## src/rtl/write_coalesce_buf_pkg.sv

```systemverilog
// write_buf_pkg: shared types and helpers for the coalescing write buffer.
// line_t is sized for the default 20-bit address / 512-bit CCI line.
package write_buf_pkg;

   localparam int LINE_AW = 20;
   localparam int LINE_DW = 512;

   typedef enum logic {
      IDLE = 1'b0,
      RUN  = 1'b1
   } state_e;

   typedef struct packed {
      logic [LINE_AW-1:0] addr;
      logic [LINE_DW-1:0] data;
   } line_t;

   function automatic int widx(input int cache_w, input int word_w);
      return $clog2(cache_w / word_w);
   endfunction

endpackage

```

## src/rtl/write_coalesce_buf_if.sv

```systemverilog
// write_coalesce_buf_if: CCI write request / dual response channel bundle.
// master = the buffer issuing writes, slave = the CCI side.
interface write_coalesce_buf_if #(
   parameter int ADDR_LMT    = 20,
   parameter int MDATA       = 14,
   parameter int CACHE_WIDTH = 512
);

   logic [ADDR_LMT-1:0]    wr_req_addr;
   logic [MDATA-1:0]       wr_req_mdata;
   logic [CACHE_WIDTH-1:0] wr_req_data;
   logic                   wr_req_en;
   logic                   wr_req_almostfull;
   logic                   wr_rsp0_valid;
   logic [MDATA-1:0]       wr_rsp0_mdata;
   logic                   wr_rsp1_valid;
   logic [MDATA-1:0]       wr_rsp1_mdata;

   modport master (
      output wr_req_addr,
      output wr_req_mdata,
      output wr_req_data,
      output wr_req_en,
      input  wr_req_almostfull,
      input  wr_rsp0_valid,
      input  wr_rsp0_mdata,
      input  wr_rsp1_valid,
      input  wr_rsp1_mdata
   );

   modport slave (
      input  wr_req_addr,
      input  wr_req_mdata,
      input  wr_req_data,
      input  wr_req_en,
      output wr_req_almostfull,
      output wr_rsp0_valid,
      output wr_rsp0_mdata,
      output wr_rsp1_valid,
      output wr_rsp1_mdata
   );

endinterface

```

## src/rtl/write_coalesce_buf_line_fifo.sv

```systemverilog
// line_fifo: DEPTH-entry synchronous FIFO holding closed cache lines.
// The head entry is presented combinationally on o_data while non-empty.
module line_fifo #(
   parameter int  W     = 532,
   parameter int  DEPTH = 4,
   localparam int AW    = $clog2(DEPTH)
) (
   input  logic         clk,
   input  logic         reset,
   input  logic         i_push,
   input  logic [W-1:0] i_data,
   input  logic         i_pop,
   output logic [W-1:0] o_data,
   output logic [AW:0]  o_count,
   output logic         o_full,
   output logic         o_empty
);

   logic [W-1:0]  r_mem [DEPTH];
   logic [AW-1:0] r_wp;
   logic [AW-1:0] r_rp;
   logic [AW:0]   r_cnt;
   logic          w_push;
   logic          w_pop;

   assign o_full  = (r_cnt == (AW+1)'(DEPTH));
   assign o_empty = (r_cnt == '0);
   assign w_push  = i_push & ~o_full;
   assign w_pop   = i_pop & ~o_empty;
   assign o_data  = r_mem[r_rp];
   assign o_count = r_cnt;

   always_ff @(posedge clk) begin
      if (w_push) begin
         r_mem[r_wp] <= i_data;
      end
   end

   always_ff @(posedge clk) begin
      if (reset) begin
         r_wp  <= '0;
         r_rp  <= '0;
         r_cnt <= '0;
      end else begin
         if (w_push) r_wp <= r_wp + AW'(1);
         if (w_pop)  r_rp <= r_rp + AW'(1);
         r_cnt <= r_cnt + (AW+1)'(w_push) - (AW+1)'(w_pop);
      end
   end

endmodule

```

## src/rtl/write_coalesce_buf.sv

```systemverilog
// write_coalesce_buf: merges word writes into CCI cache-line writes.
// Define WRITE_COALESCE_BUF_STATS_EN to add stat_lines/stat_partial outputs.
module write_coalesce_buf
   import write_buf_pkg::*;
#(
   parameter int  ADDR_LMT        = 20,
   parameter int  MDATA           = 14,
   parameter int  CACHE_WIDTH     = 512,
   parameter int  WORD_WIDTH      = 32,
   parameter int  DEPTH           = 4,
   parameter int  MAX_OUTSTANDING = 32,
   localparam int WIDX            = widx(CACHE_WIDTH, WORD_WIDTH)
) (
   input  logic                     clk,
   input  logic                     reset,
   input  logic                     start,
   input  logic                     wr_en,
   input  logic [ADDR_LMT+WIDX-1:0] wr_addr,
   input  logic [WORD_WIDTH-1:0]    wr_data,
   input  logic                     wr_now,
   output logic                     wr_ready,
   output logic                     wr_drained,
   write_coalesce_buf_if.master     cci
`ifdef WRITE_COALESCE_BUF_STATS_EN
   ,
   output logic [31:0]              stat_lines,
   output logic [31:0]              stat_partial
`endif
);

   localparam int LW = ADDR_LMT + CACHE_WIDTH;
   localparam int QW = $clog2(DEPTH) + 1;
   localparam int OW = $clog2(MAX_OUTSTANDING + 1);
   localparam logic [OW-1:0] MAX_O     = OW'(MAX_OUTSTANDING);
   localparam logic [QW-1:0] READY_LIM = QW'(DEPTH - 2);

   state_e                 r_state;
   state_e                 w_state_nxt;
   logic                   r_open_vld;
   logic                   w_open_vld_nxt;
   logic [ADDR_LMT-1:0]    r_open_addr;
   logic [ADDR_LMT-1:0]    w_open_addr_nxt;
   logic [CACHE_WIDTH-1:0] r_open_data;
   logic [CACHE_WIDTH-1:0] w_open_data_nxt;
   logic [CACHE_WIDTH-1:0] w_merged;
   logic [CACHE_WIDTH-1:0] w_fresh;
   logic [ADDR_LMT-1:0]    w_line;
   logic [WIDX-1:0]        w_idx;
   logic                   w_run;
   logic                   w_acc;
   logic                   w_diff;
   logic                   w_last;
   logic                   w_push;
   logic [LW-1:0]          w_push_line;
   logic [LW-1:0]          w_head;
   logic [QW-1:0]          w_cnt;
   logic [QW-1:0]          w_cnt_nxt;
   logic                   w_full;
   logic                   w_empty;
   logic                   w_issue;
   logic                   w_rsp0;
   logic                   w_rsp1;
   logic [OW-1:0]          r_out;
   logic [OW-1:0]          w_out_nxt;
   logic [OW:0]            w_sum;
   logic [OW:0]            w_dec;
   logic [MDATA-1:0]       r_tag;
   logic                   r_req_en;
   logic [ADDR_LMT-1:0]    r_req_addr;
   logic [MDATA-1:0]       r_req_mdata;
   logic [CACHE_WIDTH-1:0] r_req_data;
   logic                   r_drained;
   logic                   w_unused_mdata;

   assign w_run    = (r_state == RUN);
   assign wr_ready = w_run & (w_cnt <= READY_LIM);
   assign w_acc    = wr_en & wr_ready;
   assign w_line   = wr_addr[ADDR_LMT+WIDX-1:WIDX];
   assign w_idx    = wr_addr[WIDX-1:0];
   assign w_last   = &w_idx;
   assign w_diff   = w_acc & r_open_vld & (w_line != r_open_addr);

   assign w_issue  = w_run & ~w_empty & ~cci.wr_req_almostfull
                   & (r_out < MAX_O);
   assign w_rsp0   = w_run & cci.wr_rsp0_valid;
   assign w_rsp1   = w_run & cci.wr_rsp1_valid;

   always_comb begin
      w_state_nxt = r_state;
      unique case (r_state)
         IDLE:    if (start) w_state_nxt = RUN;
         RUN:     w_state_nxt = RUN;
         default: w_state_nxt = IDLE;
      endcase
   end

   always_comb begin
      w_merged = r_open_data;
      w_merged[WORD_WIDTH*w_idx +: WORD_WIDTH] = wr_data;
      w_fresh = '0;
      w_fresh[WORD_WIDTH*w_idx +: WORD_WIDTH] = wr_data;
   end

   // Close priority: line switch, then last word, then flush request.
   always_comb begin
      w_push          = 1'b0;
      w_push_line     = {r_open_addr, r_open_data};
      w_open_vld_nxt  = r_open_vld;
      w_open_addr_nxt = r_open_addr;
      w_open_data_nxt = r_open_data;
      if (w_diff) begin
         w_push          = 1'b1;
         w_open_vld_nxt  = 1'b1;
         w_open_addr_nxt = w_line;
         w_open_data_nxt = w_fresh;
      end else if (w_acc && (w_last || wr_now)) begin
         w_push          = 1'b1;
         w_push_line     = {w_line, w_merged};
         w_open_vld_nxt  = 1'b0;
         w_open_data_nxt = '0;
      end else if (w_acc) begin
         w_open_vld_nxt  = 1'b1;
         w_open_addr_nxt = w_line;
         w_open_data_nxt = w_merged;
      end else if (w_run && wr_now && r_open_vld) begin
         w_push          = 1'b1;
         w_open_vld_nxt  = 1'b0;
         w_open_data_nxt = '0;
      end
   end

   assign w_cnt_nxt = w_cnt + QW'(w_push & ~w_full) - QW'(w_issue);

   assign w_sum     = {1'b0, r_out} + (OW+1)'(w_issue);
   assign w_dec     = (OW+1)'(w_rsp0) + (OW+1)'(w_rsp1);
   assign w_out_nxt = (w_sum < w_dec) ? '0 : OW'(w_sum - w_dec);

   line_fifo #(
      .W     (LW),
      .DEPTH (DEPTH)
   ) u_fifo (
      .clk     (clk),
      .reset   (reset),
      .i_push  (w_push),
      .i_data  (w_push_line),
      .i_pop   (w_issue),
      .o_data  (w_head),
      .o_count (w_cnt),
      .o_full  (w_full),
      .o_empty (w_empty)
   );

   always_ff @(posedge clk) begin
      if (reset) begin
         r_state <= IDLE;
      end else begin
         r_state <= w_state_nxt;
      end
   end

   always_ff @(posedge clk) begin
      if (reset) begin
         r_open_vld  <= 1'b0;
         r_open_addr <= '0;
         r_open_data <= '0;
         r_out       <= '0;
         r_tag       <= '0;
         r_req_en    <= 1'b0;
         r_req_addr  <= '0;
         r_req_mdata <= '0;
         r_req_data  <= '0;
         r_drained   <= 1'b0;
      end else begin
         r_open_vld  <= w_open_vld_nxt;
         r_open_addr <= w_open_addr_nxt;
         r_open_data <= w_open_data_nxt;
         r_out       <= w_out_nxt;
         r_req_en    <= w_issue;
         r_drained   <= (w_state_nxt == RUN) & ~w_open_vld_nxt
                      & (w_cnt_nxt == '0) & (w_out_nxt == '0);
         if (w_issue) begin
            r_req_addr  <= w_head[LW-1:CACHE_WIDTH];
            r_req_data  <= w_head[CACHE_WIDTH-1:0];
            r_req_mdata <= r_tag;
            r_tag       <= r_tag + MDATA'(1);
         end
      end
   end

   // More responses than outstanding writes is a protocol error upstream.
   a_rsp_underflow: assert property (
      @(posedge clk) disable iff (reset) w_sum >= w_dec
   );

   assign cci.wr_req_en    = r_req_en;
   assign cci.wr_req_addr  = r_req_addr;
   assign cci.wr_req_mdata = r_req_mdata;
   assign cci.wr_req_data  = r_req_data;
   assign wr_drained       = r_drained;
   assign w_unused_mdata   = ^{cci.wr_rsp0_mdata, cci.wr_rsp1_mdata};

`ifdef WRITE_COALESCE_BUF_STATS_EN
   logic        w_part;
   logic [31:0] r_stat_lines;
   logic [31:0] r_stat_partial;

   assign w_part = w_push & ~(w_acc & ~w_diff & w_last);

   always_ff @(posedge clk) begin
      if (reset) begin
         r_stat_lines   <= '0;
         r_stat_partial <= '0;
      end else begin
         r_stat_lines   <= r_stat_lines + 32'(w_issue);
         r_stat_partial <= r_stat_partial + 32'(w_part);
      end
   end

   assign stat_lines   = r_stat_lines;
   assign stat_partial = r_stat_partial;
`endif

endmodule

```

## src/flat_wrapper.sv

```systemverilog
// flat-port wrapper written by rule: the top's interface ports become plain ports
module write_coalesce_buf_flat import write_buf_pkg::*;
#(
   parameter int  ADDR_LMT        = 20,
   parameter int  MDATA           = 14,
   parameter int  CACHE_WIDTH     = 512,
   parameter int  WORD_WIDTH      = 32,
   parameter int  DEPTH           = 4,
   parameter int  MAX_OUTSTANDING = 32,
   localparam int WIDX            = widx(CACHE_WIDTH, WORD_WIDTH)
)
  (clk, reset, start, wr_en, wr_addr, wr_data, wr_now, wr_ready, wr_drained, cci_wr_req_addr, cci_wr_req_mdata, cci_wr_req_data, cci_wr_req_en, cci_wr_req_almostfull, cci_wr_rsp0_valid, cci_wr_rsp0_mdata, cci_wr_rsp1_valid, cci_wr_rsp1_mdata);
  write_coalesce_buf_if #(.ADDR_LMT(ADDR_LMT), .MDATA(MDATA), .CACHE_WIDTH(CACHE_WIDTH)) cci_i ();
  input  logic clk;
  input  logic reset;
  input  logic start;
  input  logic wr_en;
  input  logic [ADDR_LMT+WIDX-1:0] wr_addr;
  input  logic [WORD_WIDTH-1:0] wr_data;
  input  logic wr_now;
  output logic wr_ready;
  output logic wr_drained;
  output wire logic [$bits(cci_i.wr_req_addr)-1:0] cci_wr_req_addr;
  output wire logic [$bits(cci_i.wr_req_mdata)-1:0] cci_wr_req_mdata;
  output wire logic [$bits(cci_i.wr_req_data)-1:0] cci_wr_req_data;
  output wire logic [$bits(cci_i.wr_req_en)-1:0] cci_wr_req_en;
  input wire logic [$bits(cci_i.wr_req_almostfull)-1:0] cci_wr_req_almostfull;
  input wire logic [$bits(cci_i.wr_rsp0_valid)-1:0] cci_wr_rsp0_valid;
  input wire logic [$bits(cci_i.wr_rsp0_mdata)-1:0] cci_wr_rsp0_mdata;
  input wire logic [$bits(cci_i.wr_rsp1_valid)-1:0] cci_wr_rsp1_valid;
  input wire logic [$bits(cci_i.wr_rsp1_mdata)-1:0] cci_wr_rsp1_mdata;
  assign cci_wr_req_addr = cci_i.wr_req_addr;
  assign cci_wr_req_mdata = cci_i.wr_req_mdata;
  assign cci_wr_req_data = cci_i.wr_req_data;
  assign cci_wr_req_en = cci_i.wr_req_en;
  assign cci_i.wr_req_almostfull = cci_wr_req_almostfull;
  assign cci_i.wr_rsp0_valid = cci_wr_rsp0_valid;
  assign cci_i.wr_rsp0_mdata = cci_wr_rsp0_mdata;
  assign cci_i.wr_rsp1_valid = cci_wr_rsp1_valid;
  assign cci_i.wr_rsp1_mdata = cci_wr_rsp1_mdata;
  write_coalesce_buf #(.ADDR_LMT(ADDR_LMT), .MDATA(MDATA), .CACHE_WIDTH(CACHE_WIDTH), .WORD_WIDTH(WORD_WIDTH), .DEPTH(DEPTH), .MAX_OUTSTANDING(MAX_OUTSTANDING)) u_core (.clk(clk), .reset(reset), .start(start), .wr_en(wr_en), .wr_addr(wr_addr), .wr_data(wr_data), .wr_now(wr_now), .wr_ready(wr_ready), .wr_drained(wr_drained), .cci(cci_i));
endmodule
```

## config.mk

```make
export PLATFORM = sky130hd
export DESIGN_NAME = write_coalesce_buf_flat
export DESIGN_NICKNAME = d
export VERILOG_FILES = /design/src/rtl/write_coalesce_buf_pkg.sv /design/src/rtl/write_coalesce_buf_if.sv /design/src/rtl/write_coalesce_buf_line_fifo.sv /design/src/rtl/write_coalesce_buf.sv /design/src/flat_wrapper.sv
export SDC_FILE = /design/constraint.sdc
export NUM_CORES = 2
export LEC_CHECK = 0
export BUFFER_PORTS_ARGS = -buffer_cell sky130_fd_sc_hd__buf_2
export CORE_ASPECT_RATIO = 1.5
export CORE_UTILIZATION = 61
export DETAILED_ROUTE_END_ITERATION = 7
export GPL_TIMING_DRIVEN = 0
export PLACE_DENSITY = 0.87
export SYNTH_ARGS = -nofsm -noshare
export SYNTH_HDL_FRONTEND = slang
export SYNTH_SLANG_ARGS = --single-unit
```

## constraint.sdc

```tcl
create_clock -name clk -period 21.1 [get_ports clk]
set_clock_uncertainty 0.1 [all_clocks]
set_input_delay 4.22 -clock clk [delete_from_list [all_inputs] [get_ports clk]]
set_output_delay 4.22 -clock clk [all_outputs]
set_load 0.02 [all_outputs]
```

# Word-level counts from Yosys, hierarchy flattened
# Memories as Yosys holds them, arrays and structs flattened. A register that Yosys moved wholly into a read port is not among the register bits.
# Cells that the tools add are included.
[word_totals]
reg_bits = 577
mem_bits_rw = 2128
elab_cells = 88
mem_count = 1
[op_classes]
addsub = 11
order_cmp = 3
n_eq_ne = 3
n_shift = 2
n_mux = 23
bitwise = 22
n_reduce_logical = 11
[mem_list]
columns = ["memory", "words", "word_bits", "rd", "rd_ports_with_merged_regs", "write_ports", "line_no", "source"]
rows = [
  ["u_core.u_fifo.r_mem", 4, 532, 1, 1, 1, "write_coalesce_buf_line_fifo.sv:19", "logic [W-1:0] r_mem [DEPTH];"],
]
[ops]
columns = ["op", "count"]
rows = [
  ["512-bit 2-to-1 mux", 4],
  ["532-bit 2-to-1 mux", 2],
  ["512-bit bitwise AND", 1],
  ["512-bit bitwise mux", 1],
  ["32-bit by 34-bit variable shift with 512-bit output (first input constant)", 1],
  ["32-bit by 34-bit indexed part select with 512-bit output", 1],
  ["20-bit 2-to-1 mux", 3],
  ["9-bit negator with 34-bit output", 1],
  ["20-bit inequality test", 1],
  ["14-bit by 1-bit adder with 14-bit output (second input constant)", 1],
  ["1-bit bitwise AND", 14],
  ["1-bit 2-to-1 mux", 11],
  ["6-bit by 1-bit adder with 7-bit output", 1],
  ["7-bit by 2-bit < comparator with 1-bit output", 1],
  ["3-bit zero test", 2],
  ["6-bit zero test", 1],
  ["6-bit < comparator (second input constant)", 1],
  ["6-bit 2-to-1 mux", 1],
  ["3-bit by 1-bit subtractor with 3-bit output", 2],
  ["6-bit subtractor", 1],
  ["1-bit NOT", 5],
  ["2-bit by 1-bit adder with 2-bit output (second input constant)", 2],
  ["4-bit AND reduction", 1],
  ["4-bit nonzero test", 1],
  ["13 further kinds", 15],
]

# Longest topological paths before layout
[logic_depth]
word_depth = 12
ltp_mapped = 17
ltp_nobuf = 15

# Modules after synthesis
# Synthesis repeated with hierarchy kept, for this count alone.
[unflattened]
cells_unflattened = 9688
area_unflattened_um2 = 134093.6
[by_module_without_submodules]
columns = ["module", "n_inst", "cells_per_inst", "area_per_inst_um2", "seq_area_each_um2"]
rows = [
  ["line_fifo", 1, 2829, 77267.9, 64081.5],
  ["write_coalesce_buf", 1, 6859, 56825.8, 22061.2],
]

# Worst setup path before layout
# Ideal clock, no wire load.
[synth_timing]
path_kind = "input-to-reg"
start = "input port wr_en"
end = "memory u_core.u_fifo.r_mem[0][0] (enable)"
setup_time_ns = 0.966
arrival_ns = 17.256
setup_slack_ns = 2.777
path_stages = 6
path_buffers = 1
path_cell_list = "o21a_1 -> and3_1 -> buf_2 -> o21ai_0 -> a2bb2oi_1 -> and2_1"
[synth_via]
elab_chain_cells = 7
[synth_lines]
columns = ["item", "line_no", "source"]
rows = [
  ["from (decl)", "flat_wrapper.sv:17", "input logic wr_en;"],
  ["1-bit bitwise AND (*)", "write_coalesce_buf.sv:77", "assign w_acc = wr_en & wr_ready;"],
  ["1-bit 2-to-1 mux (tied with other cells)", "write_coalesce_buf.sv:121", "end else if (w_acc) begin"],
  ["1-bit 2-to-1 mux or 1-bit bitwise AND (tied branches)", "write_coalesce_buf.sv:116, write_coalesce_buf.sv:81", ""],
  ["1-bit 2-to-1 mux (*)", "write_coalesce_buf.sv:111", "if (w_diff) begin"],
  ["1-bit bitwise AND (*)", "write_coalesce_buf_line_fifo.sv:28", "assign w_push = i_push & ~o_full;"],
  ["1-bit 2-to-1 mux (*)", "write_coalesce_buf_line_fifo.sv:34", "if (w_push) begin"],
  ["1-bit 2-to-1 mux (implied by the code) (*)", "write_coalesce_buf_line_fifo.sv:35", "r_mem[r_wp] <= i_data;"],
  ["to (decl)", "write_coalesce_buf_line_fifo.sv:19", ""],
]
# Every way passes the cells marked *; elsewhere a longest branch is shown, timed or not.

# Worst setup path after layout
[layout_timing]
start = "input port wr_addr[0]"
end = "memory u_core.u_fifo.r_mem[1][387], data pin"
[layout_via]
elab_chain_cells = 5
[layout_lines]
columns = ["item", "line_no", "source"]
rows = [
  ["from (decl)", "flat_wrapper.sv:18", "input logic [ADDR_LMT+WIDX-1:0] wr_addr;"],
  ["9-bit negator with 34-bit output or 4-bit AND reduction (tied branches)", "write_coalesce_buf.sv:99, write_coalesce_buf.sv:80", ""],
  ["32-bit by 34-bit indexed part select with 512-bit output (tied with other cells)", "write_coalesce_buf.sv:99", "w_merged[WORD_WIDTH*w_idx +: WORD_WIDTH] = wr_data;"],
  ["512-bit bitwise mux or 1-bit logical AND (tied branches)", "write_coalesce_buf.sv:99, write_coalesce_buf.sv:116", ""],
  ["532-bit 2-to-1 mux (*)", "write_coalesce_buf.sv:116", "end else if (w_acc && (w_last || wr_now)) begin"],
  ["532-bit 2-to-1 mux (*)", "write_coalesce_buf.sv:111", ""],
  ["named net u_core.u_fifo.i_data[387]", "write_coalesce_buf_line_fifo.sv:11", "input logic [W-1:0] i_data,"],
]
# The timed path passes the listed nets; every way through them passes the cells marked *.

==> results by group <==
Placed design
  • Gpl congestion: 0.955
  • PortBufs: a little over 600
  • Detailed placer's ending HPWL: 261 mm
  • Cell Area, Placed: 133000 µm²

Final layout
  • Nets: 9448
  • Area grow syn2layout: 13.9%
  • Post-route cell area: 142000 µm²
  • Layout cells sized above 1: a little under a quarter

Route
  • Routed WL: 392 mm
  • ANT nets after route: 0
  • 1st-iter DRT viols: 12020
  • Via total after detailed routing: 83204
  • Max layer used: met5
  • Met1 WL: roughly 130 mm
  • Met3 routed WL: between 50 and 60 mm
  • Met2 routed wirelength: 183 mm
  • Drt first pass iters: 8
  • Drt wl/cell: 31.9 µm
  • Via density: 6.78
  • DRC Markers: 3

Yosys
  • Asr flop ratio synth: 0%
  • Most common cell in the synthesized netlist: edfxtp_1
  • Distinct cells, synth: 69
  • Synthesized area: 125000 µm²
  • Synth area leaders: edfxtp_1, dfxtp_1, mux4_2
  • Top post-synthesis cells by count: edfxtp_1, nand2_1, dfxtp_1
  • Register area share after synthesis: between 60% and 70%
  • EDFF count, synth: 2128
  • Post-Syn Instances: 8386
  • Syn Nets: 8499
  • Cell accounting for the most synthesized area: edfxtp_1
  • Number of synthesized register bits: ~3200
  • Top-area cell type share of the netlist area: roughly half
  • Main synth FF type: edfxtp_1
  • Number of synthesis warnings: 0
  • Mean area per synthesized cell: 14.9 µm²

Clocking
  • Clk slew on worst S/H paths: 0.07 ns
  • Clock root buffer master: clkbuf_16
  • Clock tree buffer depth: 4
  • CTS tree: done
  • Hold Buf Count CTS: 0
  • Worst skew pair latency: between 0.9 and 1 ns
  • H-tree depth: 5
  • Post-CTS Setup Inserts: 0
  • Sink Count: between 3000 and 4000
  • Num CTS Buffers: 290
  • Post-CTS Resized: 0

Setup path
  • Kind of critical path: in -> reg
  • Crit path capture type: flip-flop
  • Reg2reg setup slack: 16.02 ns
  • Crit-path max FO: 10
  • CP required: 21.58 ns
  • CP startpoint: wr_addr[0]
  • Worst flop-to-flop path startpoint: u_core.u_fifo.o_count[1]
  • Startpoint types: input port
  • Worst EP arrival: between 10 and 15 ns

GRT
  • Largest net degree at the start of global routing: 62
  • Vias in the first global route: between 80000 and 90000
  • First-pass GRT wire length: 553 mm
  • Total GRT Usage: 37.3%
  • Antenna violations before repair: 46
  • Remaining Overflow, GRT: 0

Power
  • Sw frac: between 20% and 30%
  • Seq pwr share: between 40% and 50%
  • LEAKAGE: a little over 50 nW
  • Maximum vdd drop: 0.0914 mV
  • Comb power frac: about 12%
  • Switching Power: 3.75 mW
  • P per Cell Area: between 100 and 150 nW/µm²
  • Int Pwr: 10.6 mW
  • Clk pwr share: 37.9%

Timing
  • Setup repair after global routing missed its margin: false
  • Worst rel slew slack: -9.54%
  • Final hold violations: 0
  • Tmin final: 10.03 ns
  • Slew of the pin with the lowest slew margin: around 1.6 ns
  • Fin Setup TNS: 0 ns
  • WHS: 0.350 ns
  • Fin. max-slew vios: 57
  • # setup viols final: 0
  • Fmax: around 100 MHz
  • Final period util: 47.5%

Die
  • Die area: 207000 µm²
  • Top Ports: 641
  • DIE WIDTH: 371 µm
  • FP Rows: 203
  • Die height: 556 µm
  • Initial Util: 61.3%
  • Core Box Area: 204000 µm²

Run status
  • Status: finished, violations left
  • Failing checks: DRC, capacitance limit, slew limit

Run
  • Maximum Capacitance Violations: 7

Hold path
  • Worst hold path class: reg -> reg
  • Min-delay src: u_core.cci.wr_req_data[205]
[cell families after synthesis]
logic type / share of synthesized area [%]
compound gates: 7.32
xor+xnor: 0.302
fa+ha+maj: 0.228
buf+inv: 2.35
flops: 68.9
mux: 14.9
simple gates: 5.98
[flip-flops by register name, indices dropped and copies added (netlist names)]
register / count
u_core.r_open_addr: 20
u_core.r_out: 6
u_core.cci.wr_req_mdata: 14
u_core.cci.wr_req_data: 512
u_core.cci.wr_req_addr: 20
u_core.u_fifo.r_wp: 2
u_core.u_fifo.r_rp: 2
u_core.u_fifo.r_mem: 2128
u_core.wr_drained: 1
u_core.r_tag: 14
u_core.cci.wr_req_en: 1
u_core.r_open_data: 512
u_core.r_open_vld: 1
u_core.r_state: 1
u_core.u_fifo.o_count: 3
[power groups by stage]
stage / clock, mW / sequential [mW] / combinational (mW)
after CTS: 5.44 / 7.15 / 1.73
after detailed placement: 0 / 7.28 / 1.70
after global routing: 5.67 / 7.17 / 1.84
after floorplan: 0 / 7.48 / 0.939
final: 5.45 / 7.16 / 1.77
after global placement: 0 / 7.50 / 1.62
[per-layer routing]
layer  vias up  global-route usage [%]
met1     41199                    43.9
met2      6824                    58.7
li1      33627                       -
met4        36                    24.1
met3      1518                    12.2
met5         -                       0
[critical path, stage by stage]
cell and delay, ns:
buf_2 0.23, clkbuf_1 0.64, clkbuf_1 0.55, clkbuf_1 0.54
clkbuf_1 0.47, inv_1 0.20, ha_1 0.32, clkbuf_1 0.32
clkbuf_1 0.79, clkbuf_1 0.89, clkbuf_1 0.57, nor2_1 0.24
mux2_1 0.46
[per-stage QoR]
| stage | total power [mW] | utilization (%) | cells | setup WS (ns) |
|---|---|---|---|---|
| floorplan | 8.42 | - | 8386 | 2.78 |
| global placement | 9.12 | 64.4 | 11662 | -6.94 |
| detailed placement | 8.98 | 65.1 | 11708 | 10.54 |
| CTS | 14.3 | 69.8 | 12234 | 11.44 |
| global route | 14.7 | 69.8 | 12237 | 11.20 |
| finish | 14.4 | 69.8 | 12277 | 11.07 |
[cells in the final DEF (no fill, tap or decap), types with 68 or more instances in the layout]
| cell type | netlist | routed |
|---|---|---|
| dfxtp_1 | 1109 | 1109 |
| buf_2 | 117 | 728 |
| o2bb2ai_1 | 127 | 127 |
| mux2_1 | 229 | 229 |
| mux4_2 | 532 | 532 |
| nand4_1 | 68 | 68 |
| o21ai_0 | 223 | 223 |
| clkbuf_16 | 0 | 303 |
| and2_1 | 109 | 105 |
| and3_1 | 72 | 72 |
| clkbuf_1 | 435 | 455 |
| a22o_1 | 156 | 156 |
| a21oi_1 | 768 | 768 |
| nor2_1 | 132 | 132 |
| mux2_2 | 336 | 336 |
| inv_1 | 86 | 86 |
| edfxtp_1 | 2128 | 2128 |
| nand2_1 | 1307 | 1307 |
[area by class of cell]
type | count | area (µm²)
Sequential cell | 3237 | 86100
Fill cell | 12437 | 61400
Multi-Input combinational cell | 4431 | 35900
Clock buffer | 390 | 8140
Timing Repair Buffer | 657 | 4270
Tap cell | 2665 | 3330
Buffer | 632 | 2660
Clock inverter | 136 | 1480
Inverter | 86 | 323
Antenna cell | 43 | 108
[worst paths after layout]
path,to,depth (start not counted)
setup reg to reg,u_core.u_fifo.r_mem[2][391],11
hold / removal,u_core.cci.wr_req_data[205],2
setup / recovery,u_core.u_fifo.r_mem[1][387],13
hold reg to reg,u_core.cci.wr_req_data[205],2
No activity file was read; power rests on OpenSTA's default activity.
